### config.mk
export PLATFORM = sky130hd
export DESIGN_NAME = pwm_multi_timer_flat
export DESIGN_NICKNAME = d
export VERILOG_FILES = /design/src/rtl/pwm_multi_timer_if.sv /design/src/rtl/pwm_multi_timer.sv /design/src/flat_wrapper.sv
export SDC_FILE = /design/constraint.sdc
export NUM_CORES = 1
export LEC_CHECK = 0
export ABC_AREA = 1
export CORE_MARGIN = 2
export CORE_UTILIZATION = 57
export CTS_CLUSTER_DIAMETER = 120
export DETAILED_ROUTE_END_ITERATION = 7
export PLACE_DENSITY = 0.84
export SLEW_MARGIN = 20
export SYNTH_ARGS = -nofsm -noshare
export SYNTH_HDL_FRONTEND = slang
export SYNTH_SLANG_ARGS = --single-unit
export TNS_END_PERCENT = 5
### constraint.sdc
create_clock -name clk -period 2.6 [get_ports clk]
set_clock_uncertainty 0.2 [all_clocks]
set_input_delay 0.52 -clock clk [delete_from_list [all_inputs] [get_ports clk]]
set_output_delay 0.52 -clock clk [all_outputs]
set_load 0.01 [all_outputs]
### src/rtl/pwm_multi_timer_if.sv
// pwm_multi_timer_if
// Bundles the configuration inputs and timer outputs of pwm_multi_timer.
//   enable   : run/stop
//   period   : terminal count P (counter runs 0..P)
//   prescale : divider N, one tick every N+1 clocks
//   duty     : packed per-channel duty, channel i at [i*WIDTH +: WIDTH]
//   load     : one-clock strobe capturing period/prescale/duty into shadow
//   tick     : prescaler expiry strobe
//   wrap     : period-boundary strobe
//   count    : current counter value
//   pwm_out  : one PWM output per channel
// Modports: master drives configuration (register side), slave is the timer.
interface pwm_multi_timer_if #(
  parameter int CHANNELS   = 4,
  parameter int WIDTH      = 10,
  parameter int PRESCALE_W = 8
);
  logic                      enable;
  logic [WIDTH-1:0]          period;
  logic [PRESCALE_W-1:0]     prescale;
  logic [CHANNELS*WIDTH-1:0] duty;
  logic                      load;
  logic                      tick;
  logic                      wrap;
  logic [WIDTH-1:0]          count;
  logic [CHANNELS-1:0]       pwm_out;

  modport master (
    output enable, period, prescale, duty, load,
    input  tick, wrap, count, pwm_out
  );

  modport slave (
    input  enable, period, prescale, duty, load,
    output tick, wrap, count, pwm_out
  );
endinterface

### src/rtl/pwm_multi_timer.sv
// pwm_multi_timer
// Multi-channel PWM timebase: a prescaled, programmable-period counter shared
// by CHANNELS duty comparators. Period, prescale and duty are double-buffered
// (shadow -> active) and commit only at a period boundary, or immediately
// while the timer is stopped, so outputs never glitch on reconfiguration.
// Ports:
//   clk   : clock
//   reset : synchronous, active-high reset
//   bus   : pwm_multi_timer_if.slave (enable, period, prescale, duty, load
//           in; tick, wrap, count, pwm_out out)
// Configuration macro:
//   PWM_CENTER_ALIGNED_EN : when defined the counter runs an up/down triangle
//   0..P..0 and wrap marks the 1->0 step; otherwise edge-aligned sawtooth.
module pwm_multi_timer #(
  parameter int CHANNELS   = 4,
  parameter int WIDTH      = 10,
  parameter int PRESCALE_W = 8
) (
  input logic              clk,
  input logic              reset,
  pwm_multi_timer_if.slave bus
);

  localparam logic [WIDTH-1:0]      CNT_ONE  = WIDTH'(1);
  localparam logic [PRESCALE_W-1:0] PCNT_ONE = PRESCALE_W'(1);

  // Shadow (load-written) configuration
  logic [WIDTH-1:0]          sh_period_q,    sh_period_d;
  logic [PRESCALE_W-1:0]     sh_prescale_q,  sh_prescale_d;
  logic [CHANNELS*WIDTH-1:0] sh_duty_q,      sh_duty_d;
  logic                      pending_q,      pending_d;
  // Active configuration used by the datapath
  logic [WIDTH-1:0]          act_period_q,   act_period_d;
  logic [PRESCALE_W-1:0]     act_prescale_q, act_prescale_d;
  logic [CHANNELS*WIDTH-1:0] act_duty_q,     act_duty_d;
  // Datapath state
  logic [PRESCALE_W-1:0]     pcnt_q,         pcnt_d;
  logic [WIDTH-1:0]          count_q,        count_d;
  logic [CHANNELS-1:0]       pwm_q,          pwm_d;
`ifdef PWM_CENTER_ALIGNED_EN
  logic                      dir_down_q,     dir_down_d;
`endif

  logic tick_s;
  logic wrap_s;
  logic commit_s;

  // Prescaler, counter, shadow/active commit and duty comparators
  always_comb begin
    sh_period_d    = sh_period_q;
    sh_prescale_d  = sh_prescale_q;
    sh_duty_d      = sh_duty_q;
    pending_d      = pending_q;
    act_period_d   = act_period_q;
    act_prescale_d = act_prescale_q;
    act_duty_d     = act_duty_q;
    pcnt_d         = pcnt_q;
    count_d        = count_q;
    pwm_d          = pwm_q;
    tick_s         = 1'b0;
    wrap_s         = 1'b0;
    commit_s       = 1'b0;
`ifdef PWM_CENTER_ALIGNED_EN
    dir_down_d     = dir_down_q;
`endif

    // ">=" rather than "==" so a value committed while stopped that is
    // already below the held pcnt/count cannot run the counter past it.
    if (bus.enable && !reset && (pcnt_q >= act_prescale_q)) begin
      tick_s = 1'b1;
    end else begin
      tick_s = 1'b0;
    end

    if (bus.enable) begin
      if (tick_s) begin
        pcnt_d = '0;
      end else begin
        pcnt_d = pcnt_q + PCNT_ONE;
      end
    end else begin
      pcnt_d = pcnt_q;
    end

`ifdef PWM_CENTER_ALIGNED_EN
    // Triangle: turn down at P, turn up after reaching 0; wrap on 1->0.
    if (tick_s) begin
      if (act_period_q == '0) begin
        count_d    = '0;
        dir_down_d = 1'b0;
        wrap_s     = 1'b1;
      end else if (count_q >= act_period_q) begin
        count_d    = act_period_q - CNT_ONE;
        dir_down_d = 1'b1;
        wrap_s     = (act_period_q == CNT_ONE);
      end else if (dir_down_q) begin
        if (count_q == '0) begin
          count_d    = CNT_ONE;
          dir_down_d = 1'b0;
        end else begin
          count_d = count_q - CNT_ONE;
          wrap_s  = (count_q == CNT_ONE);
        end
      end else begin
        count_d = count_q + CNT_ONE;
      end
    end else begin
      count_d = count_q;
    end
`else
    // Sawtooth 0..P, wrapping to 0 on the terminal tick.
    if (tick_s) begin
      if (count_q >= act_period_q) begin
        count_d = '0;
        wrap_s  = 1'b1;
      end else begin
        count_d = count_q + CNT_ONE;
      end
    end else begin
      count_d = count_q;
    end
`endif

    commit_s = pending_q && (wrap_s || !bus.enable);

    if (bus.load) begin
      sh_period_d   = bus.period;
      sh_prescale_d = bus.prescale;
      sh_duty_d     = bus.duty;
    end else begin
      sh_period_d   = sh_period_q;
      sh_prescale_d = sh_prescale_q;
      sh_duty_d     = sh_duty_q;
    end

    // A load landing on the wrap cycle bypasses the shadow stage entirely.
    if (bus.load && wrap_s) begin
      act_period_d   = bus.period;
      act_prescale_d = bus.prescale;
      act_duty_d     = bus.duty;
      pending_d      = 1'b0;
    end else if (commit_s) begin
      act_period_d   = sh_period_q;
      act_prescale_d = sh_prescale_q;
      act_duty_d     = sh_duty_q;
      pending_d      = bus.load;
    end else if (bus.load) begin
      pending_d = 1'b1;
    end else begin
      pending_d = pending_q;
    end

    for (int i = 0; i < CHANNELS; i++) begin
      pwm_d[i] = (count_q < act_duty_q[i*WIDTH +: WIDTH]);
    end
  end

  // State registers with synchronous reset
  always_ff @(posedge clk) begin
    if (reset) begin
      sh_period_q    <= '0;
      sh_prescale_q  <= '0;
      sh_duty_q      <= '0;
      pending_q      <= 1'b0;
      act_period_q   <= '0;
      act_prescale_q <= '0;
      act_duty_q     <= '0;
      pcnt_q         <= '0;
      count_q        <= '0;
      pwm_q          <= '0;
`ifdef PWM_CENTER_ALIGNED_EN
      dir_down_q     <= 1'b0;
`endif
    end else begin
      sh_period_q    <= sh_period_d;
      sh_prescale_q  <= sh_prescale_d;
      sh_duty_q      <= sh_duty_d;
      pending_q      <= pending_d;
      act_period_q   <= act_period_d;
      act_prescale_q <= act_prescale_d;
      act_duty_q     <= act_duty_d;
      pcnt_q         <= pcnt_d;
      count_q        <= count_d;
      pwm_q          <= pwm_d;
`ifdef PWM_CENTER_ALIGNED_EN
      dir_down_q     <= dir_down_d;
`endif
    end
  end

  assign bus.tick    = tick_s;
  assign bus.wrap    = wrap_s;
  assign bus.count   = count_q;
  assign bus.pwm_out = pwm_q;

endmodule

### src/flat_wrapper.sv
// flat-port wrapper written by rule: the top's interface ports become plain ports
module pwm_multi_timer_flat 
#(
  parameter int CHANNELS   = 4,
  parameter int WIDTH      = 10,
  parameter int PRESCALE_W = 8
)
  (clk, reset, bus_enable, bus_period, bus_prescale, bus_duty, bus_load, bus_tick, bus_wrap, bus_count, bus_pwm_out);
  pwm_multi_timer_if #(.CHANNELS(CHANNELS), .WIDTH(WIDTH), .PRESCALE_W(PRESCALE_W)) bus_i ();
  input logic clk;
  input logic reset;
  input wire logic [$bits(bus_i.enable)-1:0] bus_enable;
  input wire logic [$bits(bus_i.period)-1:0] bus_period;
  input wire logic [$bits(bus_i.prescale)-1:0] bus_prescale;
  input wire logic [$bits(bus_i.duty)-1:0] bus_duty;
  input wire logic [$bits(bus_i.load)-1:0] bus_load;
  output wire logic [$bits(bus_i.tick)-1:0] bus_tick;
  output wire logic [$bits(bus_i.wrap)-1:0] bus_wrap;
  output wire logic [$bits(bus_i.count)-1:0] bus_count;
  output wire logic [$bits(bus_i.pwm_out)-1:0] bus_pwm_out;
  assign bus_i.enable = bus_enable;
  assign bus_i.period = bus_period;
  assign bus_i.prescale = bus_prescale;
  assign bus_i.duty = bus_duty;
  assign bus_i.load = bus_load;
  assign bus_tick = bus_i.tick;
  assign bus_wrap = bus_i.wrap;
  assign bus_count = bus_i.count;
  assign bus_pwm_out = bus_i.pwm_out;
  pwm_multi_timer #(.CHANNELS(CHANNELS), .WIDTH(WIDTH), .PRESCALE_W(PRESCALE_W)) u_core (.clk(clk), .reset(reset), .bus(bus_i));
endmodule
==> impl_metrics.yaml <==
global_routing:
  grt_overflow: 0
  antenna_found_initial: 0
  grt_pass1_wl_um: 29500
  grt_max_degree: 87
  grt_pass1_vias: 6444
  track_usage: 0.260
drt:
  wl_met1_um: 7660
  top_layer_used: "met4"
  wl_per_cell_um: 13.1
  ant_nets: 0
  route.met3.wl_um: 1090
  drtPass1Iterations: 5
  routed_wl_um: 17900
  remaining_drc_errors: 0
  vias: 7067
  drtIter0Drc: 582
  vias_per_cell: 5.17
  wl_met2_um: 8620
timing:
  rsz0062_at_grt: "true"
  slew-limit-headroom: 0.659
  finalCritPeriodShare: 0.992
  final-max-slew-violation-count: 0
  final.setup.tns_ns: 0
  hold_viol: 0
  fmax_mhz: 388
  setup_viol: 0
  final.min_clock_period_ns: 2.58
  tightest_slew_ns: 0.511
  whs_ns: 0.277
power_and_ir_drop:
  vdd_drop_max_mv: 0.620
  pwr-share-comb: 0.194
  power_switching_share: 0.272
  p_per_area_nw_per_um2: 654
  pwr-share-seq: 0.395
  power_frac_clock: 0.411
  intPower_w: 0.00438
  leakage_nw: 4.54
  power_switching_w: 0.00164
cells_and_area:
  final_cells: 1367
  diodes: 0
  drive_gt1_frac: 0.0711
  final_util: 0.724
  final_nets: 1301
  fin_area_um2: 9210
  nFillCells: 1033
  area_delta_synth_final_pct: 23.1
clocking:
  clock_latency_ns: 0.42
  cts_setup_buffers: 0
  clkSinkCount: 139
  clk_pin_slew_ns: 0.06
  cts_buffers: 17
  clockBufferDepth: 2
  cts_root_buf: "clkbuf_16"
  cts_tree: "yes"
  htree_levels: 4
  hold_buffers: 0
yosys:
  ys_types: 34
  synthTopCellsByCount: "nand2_1 (268), inv_1 (174), nor2_1 (165)"
  synth.most_common_cell: "nand2_1"
  synth-warning-count: 0
  synth_edf_count: 0
  synth_top_area_frac: 0.372
  ys_seq_elements: 139
  syn_inst: 1108
  ys_seq_area_frac: 0.372
  netlist_top_cells_area: "dfxtp_1 (37%), nand2_1 (13%), ha_1 (9.4%)"
  synth_ff_type: "dfxtp_1"
  synth_top_cell_by_area: "dfxtp_1"
  syn_area_per_cell_um2: 6.75
  syn-num-nets: 1226
  async_flop_share: 0
  synth_area_um2: 7480
die:
  die_area_um2: 14100
  initial_core_util: 0.588
  die_w_um: 119
  std_cell_rows: 41
  core_area_um2: 12700
  die_h_um: 119
  num_io_pins: 78
setup_path:
  end_kind: "output port"
  r2r_slack_ns: 0.15
  crit_required_ns: 1.88
  critPathKind: "reg -> out"
  reg2regPathDepth: 15
  reg2reg_from: "u_core.pcnt_q[1]$_SDFFE_PP0P_"
  slowest_delay_ns: 0.32
  worst_path_max_delay_cell: "dfxtp_1"
  cp_cell_sequence: "inv_2, ha_4, nand2_1, nor2_1, nor2_1, nand2_1, nand2_2, nand2_4, nand3_2, inv_2, buf_6"
  cp-startpoint: "u_core.act_prescale_q[3]$_SDFFE_PP0P_"
  worstSetupStartpointType: "register"
  path_max_fanout: 2
  critPathArrivalTime_ns: 1.86
min_path:
  min_path_cells: 2
  min_from: "u_core.sh_prescale_q[4]$_SDFFE_PP0P_"
  hold_class: "reg -> reg"
place:
  port_buffers: 77
  dp_hpwl_um: 11700
  place_area_um2: 8550
  dp_cells: 1336
  gp_congestion: 0.926
outcome:
  status: "finished clean"
job:
  max_cap_viol_count: 0
==> critical path, delay by kind of cell (launching register included) <==
family,cells,cell delay [ns]
buffers and inverters,3,0.26
and+or+nand+nor,7,0.59
DFF,1,0.32
adders and majority gates,1,0.26
==> power by group through the flow <==
| stage | clock network, W | logic, W | registers [W] |
|---|---|---|---|
| final | 0.00248 | 0.00117 | 0.00238 |
| after global routing | 0.00260 | 0.00132 | 0.00240 |
| after CTS | 0.00251 | 0.00116 | 0.00238 |
| after detailed placement | 0 | 0.00114 | 0.00242 |
| after global placement | 0 | 0.00111 | 0.00241 |
| after floorplan | 0 | 0.000759 | 0.00242 |
==> path summary, 6_finish.rpt <==
kind | to
setup reg to reg | u_core.act_period_q[4]$_SDFFE_PP0P_
hold / removal | u_core.sh_prescale_q[4]$_SDFFE_PP0P_
setup / recovery | bus_wrap
hold reg to reg | u_core.sh_prescale_q[4]$_SDFFE_PP0P_
==> metal layers <==
layer | track usage | vias up
li1 | - | 3637
met2 | 0.431 | 237
met5 | 0 | -
met3 | 0.0565 | 44
met1 | 0.328 | 3149
met4 | 0.105 | 0
==> logic make-up (layout without fill, tap and decap cells) <==
family / after synthesis / after routing / share of synthesized area
compound gates: 180 / 180 / 0.131
xor+xnor: 6 / 6 / 0.00703
fa+ha+maj: 56 / 56 / 0.0937
buf+inv: 231 / 318 / 0.124
flops: 139 / 139 / 0.372
simple gates: 496 / 496 / 0.273
==> cells in the final DEF, fill, tap and decap left out, drive strengths merged <==
cell type / n
nand2: 271
inv: 175
nor2: 167
dfxtp: 139
o21ai: 80
clkdlybuf4s50: 74
a21oi: 71
ha: 56
buf: 38
nand4: 31
clkbuf: 24
nand3: 12
a211oi: 11
nor3: 8
nor3b: 5
a21boi: 4
o211ai: 4
o31ai: 4
o2111ai: 4
xor2: 4
bufinv: 3
clkinv: 3
a21o: 2
xnor2: 2
nor4: 1
and3: 1
clkinvlp: 1
==> per-stage QoR <==
step / worst slack (ns) / total power [W]
floorplan: 0.422 / 0.00317
global placement: -0.133 / 0.00352
detailed placement: -0.144 / 0.00356
CTS: -0.0370 / 0.00605
global route: -0.0470 / 0.00632
finish: 0.0215 / 0.00602
==> state kept, by name (all words and copies together), names as in the netlist <==
name,flops
u_core.act_period_q,10
u_core.pending_q,1
u_core.pcnt_q,8
u_core.sh_period_q,10
u_core.act_duty_q,40
u_core.act_prescale_q,8
u_core.sh_prescale_q,8
u_core.bus.pwm_out,4
u_core.bus.count,10
u_core.sh_duty_q,40
==> layout make-up <==
cell class / count / area, um^2 / share of cell area
Multi-Input combinational cell: 738 / 3820 / 0.415
Sequential cell: 139 / 2780 / 0.302
Timing Repair Buffer: 112 / 1130 / 0.122
Inverter: 175 / 657 / 0.0714
Clock buffer: 24 / 492 / 0.0534
Tap cell: 172 / 215 / 0.0234
Clock inverter: 7 / 113 / 0.0122
==> repair_timing <==
item | 4_1_cts | 5_1_grt
pin swaps | 1 | 3
gates cloned | 0 | 0
gates resized for setup | 12 | 10
endpoints found under the setup margin | 3 | 48
(Power assumes the default switching activity.)
